$ cat config.mk
export PLATFORM = sky130hd
export DESIGN_NAME = i_scan_ctrl_flat
export DESIGN_NICKNAME = d
export VERILOG_FILES = /design/src/rtl/i_scan_ctrl_if.sv /design/src/rtl/i_scan_ctrl.sv /design/src/flat_wrapper.sv
export SDC_FILE = /design/constraint.sdc
export NUM_CORES = 1
export LEC_CHECK = 0
export ABC_AREA = 0
export BUFFER_PORTS_ARGS = -buffer_cell sky130_fd_sc_hd__buf_2
export CAP_MARGIN = 20
export CORE_ASPECT_RATIO = 0.9
export CORE_MARGIN = 4
export CORE_UTILIZATION = 23
export DETAILED_ROUTE_END_ITERATION = 10
export SLEW_MARGIN = 5
export SYNTH_ARGS = -nofsm -noshare
export SYNTH_HDL_FRONTEND = slang
export SYNTH_SLANG_ARGS = --single-unit
$ cat constraint.sdc
create_clock -name clk -period 3.11 [get_ports clk]
set_input_delay 0.622 -clock clk [delete_from_list [all_inputs] [get_ports clk]]
set_output_delay 0.622 -clock clk [all_outputs]
set_load 0.01 [all_outputs]
$ cat src/rtl/i_scan_ctrl_if.sv
// Request bus between the scan controller and the downstream pixel consumer.
// The controller (master) presents one pixel request at a time.
// The consumer (slave) accepts a request by driving req_ready.
interface i_scan_ctrl_if #(
  parameter int DIM_W  = 13,
  parameter int ADDR_W = 26
);
  logic              req_valid;
  logic              req_ready;
  logic [ADDR_W-1:0] req_addr;
  logic [DIM_W-1:0]  col;
  logic [DIM_W-1:0]  row;
  logic              line_end;
  logic              frame_end;

  modport master (
    output req_valid, req_addr, col, row, line_end, frame_end,
    input  req_ready
  );

  modport slave (
    input  req_valid, req_addr, col, row, line_end, frame_end,
    output req_ready
  );
endinterface

$ cat src/rtl/i_scan_ctrl.sv
// Raster-scan address generator.
// After an accepted start it walks a width x height window in row-major order
// and issues one request per pixel, with valid/ready flow control.
// Each new line starts at the previous line start plus line_stride, so the
// address path needs no multiplier.
module i_scan_ctrl #(
  parameter int DIM_W  = 13,
  parameter int ADDR_W = 26
) (
  input  logic              clk,
  input  logic              rst,
  input  logic              start,
  input  logic              abort,
  input  logic [DIM_W-1:0]  img_width,
  input  logic [DIM_W-1:0]  img_height,
  input  logic [ADDR_W-1:0] line_stride,
  input  logic [ADDR_W-1:0] base_addr,
  i_scan_ctrl_if.master     req,
  output logic              busy,
  output logic              done,
  output logic              cfg_err
);

  // Common width used to compare a column count against an address stride.
  localparam int CW = (ADDR_W > DIM_W) ? ADDR_W : DIM_W;

  localparam logic [DIM_W-1:0]  ONE_D = DIM_W'(1);
  localparam logic [ADDR_W-1:0] ONE_A = ADDR_W'(1);

  typedef enum logic [1:0] {
    IDLE = 2'd0,
    SCAN = 2'd1,
    DONE = 2'd2
  } state_e;

  state_e            state_q, state_d;
  logic [DIM_W-1:0]  width_q, width_d;
  logic [DIM_W-1:0]  height_q, height_d;
  logic [ADDR_W-1:0] stride_q, stride_d;
  logic [DIM_W-1:0]  col_q, col_d;
  logic [DIM_W-1:0]  row_q, row_d;
  logic [ADDR_W-1:0] addr_q, addr_d;
  logic [ADDR_W-1:0] line_q, line_d;
  logic              cfg_err_q, cfg_err_d;

  logic              cfg_bad;
  logic              last_col;
  logic              last_row;
  logic              scanning;

  // A start is rejected for an empty window, or when the lines would overlap.
  always_comb begin
    cfg_bad = (img_width == '0) || (img_height == '0) ||
              (CW'(line_stride) < CW'(img_width));
  end

  // Position flags for the request currently being presented.
  always_comb begin
    scanning = (state_q == SCAN);
    last_col = (col_q == (width_q - ONE_D));
    last_row = (row_q == (height_q - ONE_D));
  end

  // Next-state and datapath: start handling, handshake stepping, abort.
  always_comb begin
    state_d   = state_q;
    width_d   = width_q;
    height_d  = height_q;
    stride_d  = stride_q;
    col_d     = col_q;
    row_d     = row_q;
    addr_d    = addr_q;
    line_d    = line_q;
    cfg_err_d = 1'b0;

    unique case (state_q)
      IDLE: begin
        if (start) begin
          if (cfg_bad) begin
            cfg_err_d = 1'b1;
          end else begin
            state_d  = SCAN;
            width_d  = img_width;
            height_d = img_height;
            stride_d = line_stride;
            col_d    = '0;
            row_d    = '0;
            addr_d   = base_addr;
            line_d   = base_addr;
          end
        end
      end
      SCAN: begin
        // Abort wins over a simultaneous handshake; that request is dropped.
        if (abort) begin
          state_d = IDLE;
        end else if (req.req_ready) begin
          if (last_col && last_row) begin
            state_d = DONE;
          end else if (last_col) begin
            col_d  = '0;
            row_d  = row_q + ONE_D;
            addr_d = line_q + stride_q;
            line_d = line_q + stride_q;
          end else begin
            col_d  = col_q + ONE_D;
            addr_d = addr_q + ONE_A;
          end
        end
      end
      DONE: begin
        state_d = IDLE;
      end
      default: begin
        state_d = IDLE;
      end
    endcase
  end

  // State and datapath registers with synchronous reset.
  always_ff @(posedge clk) begin
    if (rst) begin
      state_q   <= IDLE;
      width_q   <= '0;
      height_q  <= '0;
      stride_q  <= '0;
      col_q     <= '0;
      row_q     <= '0;
      addr_q    <= '0;
      line_q    <= '0;
      cfg_err_q <= 1'b0;
    end else begin
      state_q   <= state_d;
      width_q   <= width_d;
      height_q  <= height_d;
      stride_q  <= stride_d;
      col_q     <= col_d;
      row_q     <= row_d;
      addr_q    <= addr_d;
      line_q    <= line_d;
      cfg_err_q <= cfg_err_d;
    end
  end

  // Output decode: all outputs come straight from state, with no input paths.
  always_comb begin
    req.req_valid = scanning;
    req.req_addr  = addr_q;
    req.col       = col_q;
    req.row       = row_q;
    req.line_end  = scanning && last_col;
    req.frame_end = scanning && last_col && last_row;
    busy          = (state_q == SCAN) || (state_q == DONE);
    done          = (state_q == DONE);
    cfg_err       = cfg_err_q;
  end

endmodule

$ cat src/flat_wrapper.sv
// flat-port wrapper written by rule: the top's interface ports become plain ports
module i_scan_ctrl_flat 
#(
  parameter int DIM_W  = 13,
  parameter int ADDR_W = 26
)
  (clk, rst, start, abort, img_width, img_height, line_stride, base_addr, busy, done, cfg_err, req_req_valid, req_req_addr, req_col, req_row, req_line_end, req_frame_end, req_req_ready);
  i_scan_ctrl_if #(.DIM_W(DIM_W), .ADDR_W(ADDR_W)) req_i ();
  input  logic clk;
  input  logic rst;
  input  logic start;
  input  logic abort;
  input  logic [DIM_W-1:0] img_width;
  input  logic [DIM_W-1:0] img_height;
  input  logic [ADDR_W-1:0] line_stride;
  input  logic [ADDR_W-1:0] base_addr;
  output logic busy;
  output logic done;
  output logic cfg_err;
  output wire logic [$bits(req_i.req_valid)-1:0] req_req_valid;
  output wire logic [$bits(req_i.req_addr)-1:0] req_req_addr;
  output wire logic [$bits(req_i.col)-1:0] req_col;
  output wire logic [$bits(req_i.row)-1:0] req_row;
  output wire logic [$bits(req_i.line_end)-1:0] req_line_end;
  output wire logic [$bits(req_i.frame_end)-1:0] req_frame_end;
  input wire logic [$bits(req_i.req_ready)-1:0] req_req_ready;
  assign req_req_valid = req_i.req_valid;
  assign req_req_addr = req_i.req_addr;
  assign req_col = req_i.col;
  assign req_row = req_i.row;
  assign req_line_end = req_i.line_end;
  assign req_frame_end = req_i.frame_end;
  assign req_i.req_ready = req_req_ready;
  i_scan_ctrl #(.DIM_W(DIM_W), .ADDR_W(ADDR_W)) u_core (.clk(clk), .rst(rst), .start(start), .abort(abort), .img_width(img_width), .img_height(img_height), .line_stride(line_stride), .base_addr(base_addr), .req(req_i), .busy(busy), .done(done), .cfg_err(cfg_err));
endmodule
# Word level (Yosys, flattened, before mapping)
# Index checks and enable logic that the tools add are counted.
# word_totals
output_inout_bits,58
inputBits,83
register_bits,133
wordCells,77
# classes
reduce_logical,15
n_eq_ne,12
muxes,31
bitwise,3
add_sub_neg,6
order_cmp,1
# op_table
op,n
$mux W26,10
$mux W13,10
$pmux W26 S2,2
$pmux W13 S2,2
$add A13 B1 Y13 const B,2
$add A26 B1 Y26 const B,1
$add A26 B26 Y26,1
$eq A13 B13 Y1,2
$logic_not A13 Y1,2
$lt A26 B13 Y1,1
$sub A13 B1 Y13 const B,2
$mux W2,5
$ne A2 B2 Y1 const B,5
$reduce_and A7 Y1,1
$ne A3 B3 Y1 const B,2
$reduce_and A6 Y1,1
$pmux W2 S2,1
$reduce_and A4 Y1,1
$logic_and A1 B1 Y1,3
$logic_or A1 B1 Y1,3
$not A1 Y1,3
$reduce_and A3 Y1,1
$reduce_or A3 Y1,1
$eq A2 B1 Y1 const B,1
5 further kinds,5

# Depth between registers and ports, before layout
# Gate-level depths: netlist of the first run.
# depth
ltp_word,7
mapped_depth,15
ltp_nobuf,13

# Worst setup path after synthesis of the first run
# OpenSTA, ideal clock, no wires.
# synth_path
kind,register to register
start,register u_core.width_q[0]
end,register u_core.col_q[9] (netlist: u_core.req.col[9])
stages_incl_launch_ff,16
synth_period_minus_slack_ns,3.157
path_slack_ns,-0.047
n_path_buf,3
setup_ns,0.117
arrival_ns,3.040
required_ns,2.993
path_cell_list,dfxtp_1 clkbuf_1 inv_1 ha_1 clkbuf_1 or3b_2 nor2_1 mux2i_1 nor4b_2 o2111a_2 a21boi_2 buf_6 and3_4 nand4_1 xor2_1 nor2_1
# synth_via
elab_chain_cells,7
word_cells_on_any_way,10
cone_classes,add/sub (1); eq/ne (2); mux (5); reduce/logical (2)
# synth_lines
item,line,source
from (decl),i_scan_ctrl.sv:37,"logic [DIM_W-1:0] width_q, width_d;"
from (signal assigned),i_scan_ctrl.sv:134,width_q <= width_d;
$sub A13 B1 Y13 (*),i_scan_ctrl.sv:60,last_col = (col_q == (width_q - ONE_D));
$eq A13 B13 Y1 (*),i_scan_ctrl.sv:60,
$mux W13,i_scan_ctrl.sv:100,end else if (last_col) begin
$mux W13,i_scan_ctrl.sv:98,if (last_col && last_row) begin
$mux W13,i_scan_ctrl.sv:97,end else if (req.req_ready) begin
$mux W13,i_scan_ctrl.sv:95,if (abort) begin
$pmux W13 S2,i_scan_ctrl.sv:76,unique case (state_q)
to (signal assigned),i_scan_ctrl.sv:137,col_q <= col_d;
to (decl),i_scan_ctrl.sv:40,"logic [DIM_W-1:0] col_q, col_d;"
# Mark *: on every way between the ends. The rest lies on a longest branch, timed or not. The select of a mux whose other input is x is not followed.
# A chain may end at the register's enable or synchronous reset.

# Final worst setup path of the first run
# layout_path
start,register u_core.height_q[0]
end,output port req_frame_end
# layout_via
elab_chain_cells,3
# layout_lines
item,line,source
from (decl),i_scan_ctrl.sv:38,"logic [DIM_W-1:0] height_q, height_d;"
from (signal assigned),i_scan_ctrl.sv:135,height_q <= height_d;
$sub A13 B1 Y13,i_scan_ctrl.sv:61,last_row = (row_q == (height_q - ONE_D));
$eq A13 B13 Y1,i_scan_ctrl.sv:61,
$logic_and A1 B1 Y1,i_scan_ctrl.sv:152,req.frame_end = scanning && last_col && last_row;
to (decl),flat_wrapper.sv:25,output wire logic [$bits(req_i.frame_end)-1:0] req_frame_end;
# Every way passes these cells.

==> impl_metrics.ini, run 1 <==
[clock_network]
h-tree-depth = 4
cts_hold_buf = 0
cts-root-buf = clkbuf_16
cts.sinks = 133
clk_path_buf_depth = 2
cts_tree = built
clk_latency_ps = 430
clkTransAtPathRegs_ps = 60
cts_buffers = 17

[worst_setup_path]
cpMaxStageDelayCell = or4_4
crit_fanout = 4
timing.rr.start = u_core.height_q[0]$_SDFFE_PP0P_
worstSetupPathType = reg2out
critPathMaxStageDelay_ps = 520
worst-path-buf-inv = 2
end_kind = output port
reg2reg_depth = 15
rr_endpoint = u_core.req.req_addr[4]$_SDFFE_PP0P_
crit_chain = inv_2 -> ha_4 -> or4b_4 -> or4_4 -> a21oi_4 -> nor3_4 -> nor4_4 -> and2_4 -> buf_6
start_kind = flip-flop
cp_data_arrival_time_ps = 2850
path_delay_family = simple AND/OR/NAND/NOR gates
crit_required_ps = 2490
rrSetupSlack_ps = -130
cp.depth = 9

[synth]
ys_ff_latch = 133
syn_nets = 1162
yosys_warnings = 0
async_flop_share = 0
ys.flop_type = dfxtp_1
netlist_area_mm2 = 0.008472
synth.distinct_cells = 81
synth_edf_count = 0
syn_area_per_cell_um2 = 8.201
ys_seq_area_frac = 0.3143
syn_inst = 1033

[die]
initial_core_util = 0.2337
core-area_mm2 = 0.03625
die_height_um = 190.1
fp.dieArea_mm2 = 0.03997
num_rows = 66
io_pins = 141
fp.dieW_um = 210.3

[placement]
port_buffers = 140
dp_slack_ps = -420.0
gp_congestion = 0.9002
dp_cells = 1674
place_hpwl_um = 23270
place_area_mm2 = 0.01018

[global_route]
grt_pass1_wl_um = 48550
grt_max_degree = 61
gr-total-overflow = 0
grt_util_met1 = 0.2237
met2_usage = 0.2372
antenna_found_initial = 1
use_met3 = 0.04007
grt_usage = 0.1558
grt-busiest-layer = met2
grt_pass1_vias = 8314

[hold_path]
holdCritPathClass = in2reg
hold_end = u_core.stride_q[24]$_SDFFE_PP0P_
min_path_cells = 3
hp-start = line_stride[24]

[detailed_routing]
drt_iter0_drc = 723
post_drt_wl_per_cell_um = 18.55
dr.pass1.iters = 5
drc_errors = 0
ant_nets = 0
vias_per_cell = 5.054
detailroute.via_count = 8830
drt_wl_total_um = 32410

[sta]
clock_skew_ps = 8.947
timing_hold_violations_final = 0
period_share = 1.116
fin_crit_ps = 3471
tightest_slew_ps = 965.0
whs_ps = 449.1
fmax_mhz = 288.1
rsz0062_at_grt = yes
finalSetupViolCount = 27
worst_slack_ps = -360.7
fin_tns_setup_ps = -1495
max-slew-margin-rel = 0.3567
slew_violations = 0

[layout]
fin_nets = 1386
fill_cells = 3745
syn_to_final_growth_pct = 43.04
final_cells = 1747
multi_input_area_mm2 = 0.006256
regArea_mm2 = 0.002666
final_util = 0.3343
fin_area_mm2 = 0.01212
layout-drive-gt1-share = 0.3441

[pwr]
ir_worst_vdd_v = 0.0003767
p_comb_frac = 0.335
cellPowerDensity_mw_per_mm2 = 524.0
p_sw_frac = 0.3369
p_leak_nw = 5.045
power_mw = 6.350
p_clk_frac = 0.342
power_frac_seq = 0.323
power.internal_mw = 4.211
p_sw_mw = 2.139

[run]
max-cap-violations = 0

[outcome]
violations = setup timing
status = finished with violations
==> worst max-delay path by stage <==
stage	from	to
6_report	u_core.height_q[0]$_SDFFE_PP0P_	req_frame_end
5_1_grt	u_core.height_q[0]$_SDFFE_PP0P_	req_frame_end
4_1_cts	u_core.height_q[0]$_SDFFE_PP0P_	req_frame_end
3_5_place_dp	img_width[11]	u_core.req.req_addr[24]$_SDFFE_PP0P_
3_3_place_gp	img_width[11]	u_core.req.req_addr[24]$_SDFFE_PP0P_
2_1_floorplan	u_core.line_q[0]$_SDFFE_PP0P_	u_core.req.req_addr[24]$_SDFFE_PP0P_
==> final cells by class <==
| class | count | area share |
|---|---|---|
| multi-input cells | 818 | 0.5163 |
| flip-flops and latches | 133 | 0.2200 |
| repair buffers | 253 | 0.1515 |
| well taps | 476 | 0.04915 |
| clock buffers | 24 | 0.04140 |
| inverters | 34 | 0.01156 |
| clock inverters | 8 | 0.009912 |
| diodes | 1 | 0.0002065 |
==> synth_stat cells (all sizes together), types with 27 or more instances <==
| cell type | n | share of area |
|---|---|---|
| a211oi | 27 | 0.025 |
| a21oi | 58 | 0.035 |
| clkbuf | 36 | 0.016 |
| dfxtp | 133 | 0.31 |
| ha | 45 | 0.066 |
| inv | 33 | 0.015 |
| mux2i | 53 | 0.063 |
| nand2 | 65 | 0.030 |
| nand3 | 29 | 0.017 |
| nor2 | 145 | 0.065 |
| nor3 | 37 | 0.022 |
| o21ai | 40 | 0.024 |
| xnor2 | 50 | 0.052 |
| xor2 | 27 | 0.028 |
==> placed cells by master, fill, tap and decap left out, drive strengths merged, types with 6 or more instances in the layout <==
master / count
a21o: 19
nand2b: 9
and2: 11
o211ai: 7
dfxtp: 133
a211oi: 27
nand2: 65
inv: 32
a31oi: 15
o31ai: 6
ha: 45
o22ai: 12
nor3: 37
nor2b: 8
xnor2: 50
clkbuf: 24
nand4: 18
nor4: 18
xor2: 27
or3: 8
nor2: 145
a21oi: 58
o21ai: 40
buf: 253
o21a: 12
nand3: 29
and3: 16
mux2i: 53
==> sequential cells by signal (all words and copies together) (netlist names) <==
signal,count
u_core.line_q,26
u_core.cfg_err,1
u_core.req.row,13
u_core.state_q,2
u_core.stride_q,26
u_core.height_q,13
u_core.req.col,13
u_core.width_q,13
u_core.req.req_addr,26
==> power groups by stage <==
stage	clock network (mW)	logic, mW	registers, mW
global route	2.29	2.27	2.07
CTS	2.20	1.94	2.03
global placement	0	1.55	2.06
detailed placement	0	1.56	2.06
finish	2.17	2.12	2.05
floorplan	0	1.03	2.03
==> worst min-delay path: stages <==
cell     delay, ps
buf_2           90
mux2i_1         60
nor2_1          70
==> metal layers <==
layer | wire, um | vias up | share of wire
li1 | - | 4233 | -
met1 | 15290 | 4237 | 0.47
met2 | 14210 | 329 | 0.44
met3 | 2562 | 31 | 0.079
met4 | 346 | 0 | 0.011
met5 | 0 | - | 0
==> cell families after synthesis <==
kind of cell	after synthesis	synth area share
AND/OR/NAND/NOR	388	0.2249
AO/OA/AOI/OAI	252	0.2046
flip-flops	133	0.3143
buffers and inverters	84	0.04519
XOR/XNOR	77	0.07960
multiplexers	53	0.06262
adder cells (fa/ha/maj)	46	0.06882
==> repair_timing <==
| item | CTS | global route |
|---|---|---|
| cloned | 7 | 0 |
| pin swaps | 45 | 53 |
| buffers inserted | 30 | 17 |
| gates resized for setup | 112 | 116 |
| endpoints found under the setup margin | 57 | 82 |
No activity file was read; power rests on OpenSTA's default activity.
==> inputs of run 2 (changes only) <==
--- a/config.mk
+++ b/config.mk
@@ -12,6 +12,7 @@
 export CORE_MARGIN = 4
 export CORE_UTILIZATION = 23
 export DETAILED_ROUTE_END_ITERATION = 10
+export PLACE_DENSITY = 0.45
 export SLEW_MARGIN = 5
 export SYNTH_ARGS = -nofsm -noshare
 export SYNTH_HDL_FRONTEND = slang
==> run 2 against run 1 <==
Effect of this change:
- the flow still finishes with violations (setup timing)
- sequential power about the same
- routed wire length increased by 1.5%
- power increased by 1.9%
- combinational power increased by 7%
- via count decreased by 0.82%
- non-clock buffer count increased by 53
- clock skew about the same
- sequential cell count unchanged
- setup slack got worse by 4.8 ps
- highest routed layer unchanged
==> impl_metrics.ini, run 2 (synthesized netlist as in run 1, its figures left out) <==
[outcome]
status = finished with violations
violations = setup timing

[layout]
mostFrequentLayoutCell = buf_2
layout-drive-gt1-share = 0.3803
fin_area_mm2 = 0.01272
final_cell_mix = buf_2 (137), dfxtp_1 (128), nor2_1 (121)
n_antenna_cell = 0
syn_to_final_growth_pct = 50.10
fill_cells = 3756
fin_nets = 1437

[run]
max-cap-violations = 0

[clock_network]
h-tree-depth = 4
cts_tree = built
cts_hold_buf = 0
cts_buffers = 17
clkTransAtPathRegs_ps = 60
clk_path_buf_depth = 2
clk_latency_ps = 430
cts.sinks = 133
cts-root-buf = clkbuf_16

[worst_setup_path]
rrSetupSlack_ps = -230
reg2reg_depth = 16
critPathMaxStageDelay_ps = 490
worstSetupPathType = reg2out
cp.depth = 9
worst-path-buf-inv = 2
start_kind = flip-flop
crit_chain = inv_2 -> ha_4 -> or4b_4 -> or3_4 -> a211oi_4 -> a31oi_4 -> nor4_4 -> and2_4 -> buf_6
end_kind = output port
crit_fanout = 4
path_delay_family = simple AND/OR/NAND/NOR gates
cpMaxStageDelayCell = or4b_4
cp_data_arrival_time_ps = 2850
timing.rr.start = u_core.height_q[0]$_SDFFE_PP0P_
rr_endpoint = u_core.req.req_addr[22]$_SDFFE_PP0P_
crit_required_ps = 2490

[detailed_routing]
vias_per_cell = 4.876
post_drt_wl_per_cell_um = 18.32
drt_iter0_drc = 558
ant_nets = 0
drt_wl_total_um = 32910
dr.pass1.iters = 5
detailroute.via_count = 8758
drc_errors = 0

[global_route]
gr-total-overflow = 0
grt_pass1_vias = 8568
use_met3 = 0.02869
grt_usage = 0.1594
grt_pass1_wl_um = 49910
grt_max_degree = 61
grt_util_met1 = 0.2355
antenna_found_initial = 0
grt-busiest-layer = met2
met2_usage = 0.2439

[die]
io_pins = 141
initial_core_util = 0.2337
fp.dieArea_mm2 = 0.03997
die_height_um = 190.1
core-area_mm2 = 0.03625
fp.dieW_um = 210.3
num_rows = 66

[sta]
max-slew-margin-rel = 0.3529
slew_violations = 0
worst_slack_ps = -365.5
finalSetupViolCount = 71
fin_crit_ps = 3476
timing_hold_violations_final = 0
fmax_mhz = 287.7
period_share = 1.118
tightest_slew_ps = 970.7
clock_skew_ps = 8.630
rsz0062_at_grt = yes

[placement]
place_area_mm2 = 0.01044
place_hpwl_um = 24550
port_buffers = 140
gp_congestion = 0.8507

[hold_path]
hold_end = u_core.stride_q[19]$_SDFFE_PP0P_
min_path_cells = 3
hp-start = line_stride[19]
holdCritPathClass = in2reg

[pwr]
p_leak_nw = 5.403
power_mw = 6.468
ir_worst_vdd_v = 0.0003485
cellPowerDensity_mw_per_mm2 = 508.7
-- run 2: cell count changes in the layout (fill, tap and decap cells not counted), moves of 3 or more --
cell / change
buf_4: +37
buf_6: +7
buf_8: +6
nor2_1: -5
nor2_4: +5
o21ai_2: -4
a211oi_1: -3
buf_12: +3
nor3_4: +3
o21ai_0: +3
-- run 2: power breakdown --
| part | switching (mW) | internal (mW) | leakage (nW) | total [mW] |
|---|---|---|---|---|
| Clock | 0.813 | 1.34 | 0.298 | 2.15 |
| Sequential | 0.187 | 1.87 | 1.09 | 2.05 |
| Combinational | 1.16 | 1.11 | 4.01 | 2.27 |
-- run 2: cell type report --
type                    instances  area (um2)  share of cell area
flip-flops and latches        133        2669              0.2099
well taps                     476       595.6             0.04684
clock buffers                  22       484.2             0.03808
inverters                      34       140.1             0.01102
repair buffers                306        2337              0.1838
clock inverters                 9       125.1            0.009840
multi-input cells             816        6365              0.5005
-- run 2: stage by stage --
stage               utilization  hold WS (ps)  cells  worst slack (ps)  TNS [ps]
detailed placement       0.2879         474.8   1712            -483.7    -20990
CTS                      0.3218         432.1   1773            -362.1    -11400
finish                   0.3508         444.9   1796            -365.5     -7009
global route             0.3508         459.3   1796            -421.7    -15670
floorplan                     -         445.8   1033             6.009         0
global placement         0.2879         464.9   1712            -421.1    -16680
-- run 2: metal layers --
metal / vias to the layer above / part of all wire
li1: 4329 / -
met4: 0 / 0.0099
met1: 4184 / 0.50
met2: 226 / 0.44
met5: - / 0
met3: 19 / 0.050
-- run 2: worst max path at each step --
stage	startpoint	endpoint	slack, ps
5_1_grt	u_core.height_q[0]$_SDFFE_PP0P_	req_frame_end	-420
4_1_cts	u_core.height_q[1]$_SDFFE_PP0P_	req_frame_end	-360
2_1_floorplan	u_core.line_q[0]$_SDFFE_PP0P_	u_core.req.req_addr[24]$_SDFFE_PP0P_	6
6_report	u_core.height_q[0]$_SDFFE_PP0P_	req_frame_end	-370
3_3_place_gp	img_width[12]	u_core.req.row[5]$_SDFFE_PP0P_	-420
3_5_place_dp	img_width[12]	u_core.req.row[5]$_SDFFE_PP0P_	-480
-- run 2: worst register-to-register path: cells and delay by family (launching register included) --
kind	cells	cell delay, ps
buffers and inverters	7	870
AO/OA/AOI/OAI	5	680
AND/OR/NAND/NOR	3	1260
flip-flops	1	320
adder cells (fa/ha/maj)	1	120
-- run 2: timing repair --
| action | CTS | global route |
|---|---|---|
| gates resized for setup | 86 | 180 |
| setup endpoints to repair | 77 | 82 |
| pin swaps | 23 | 85 |
| gates cloned | 3 | 2 |
| setup buffers | 28 | 28 |
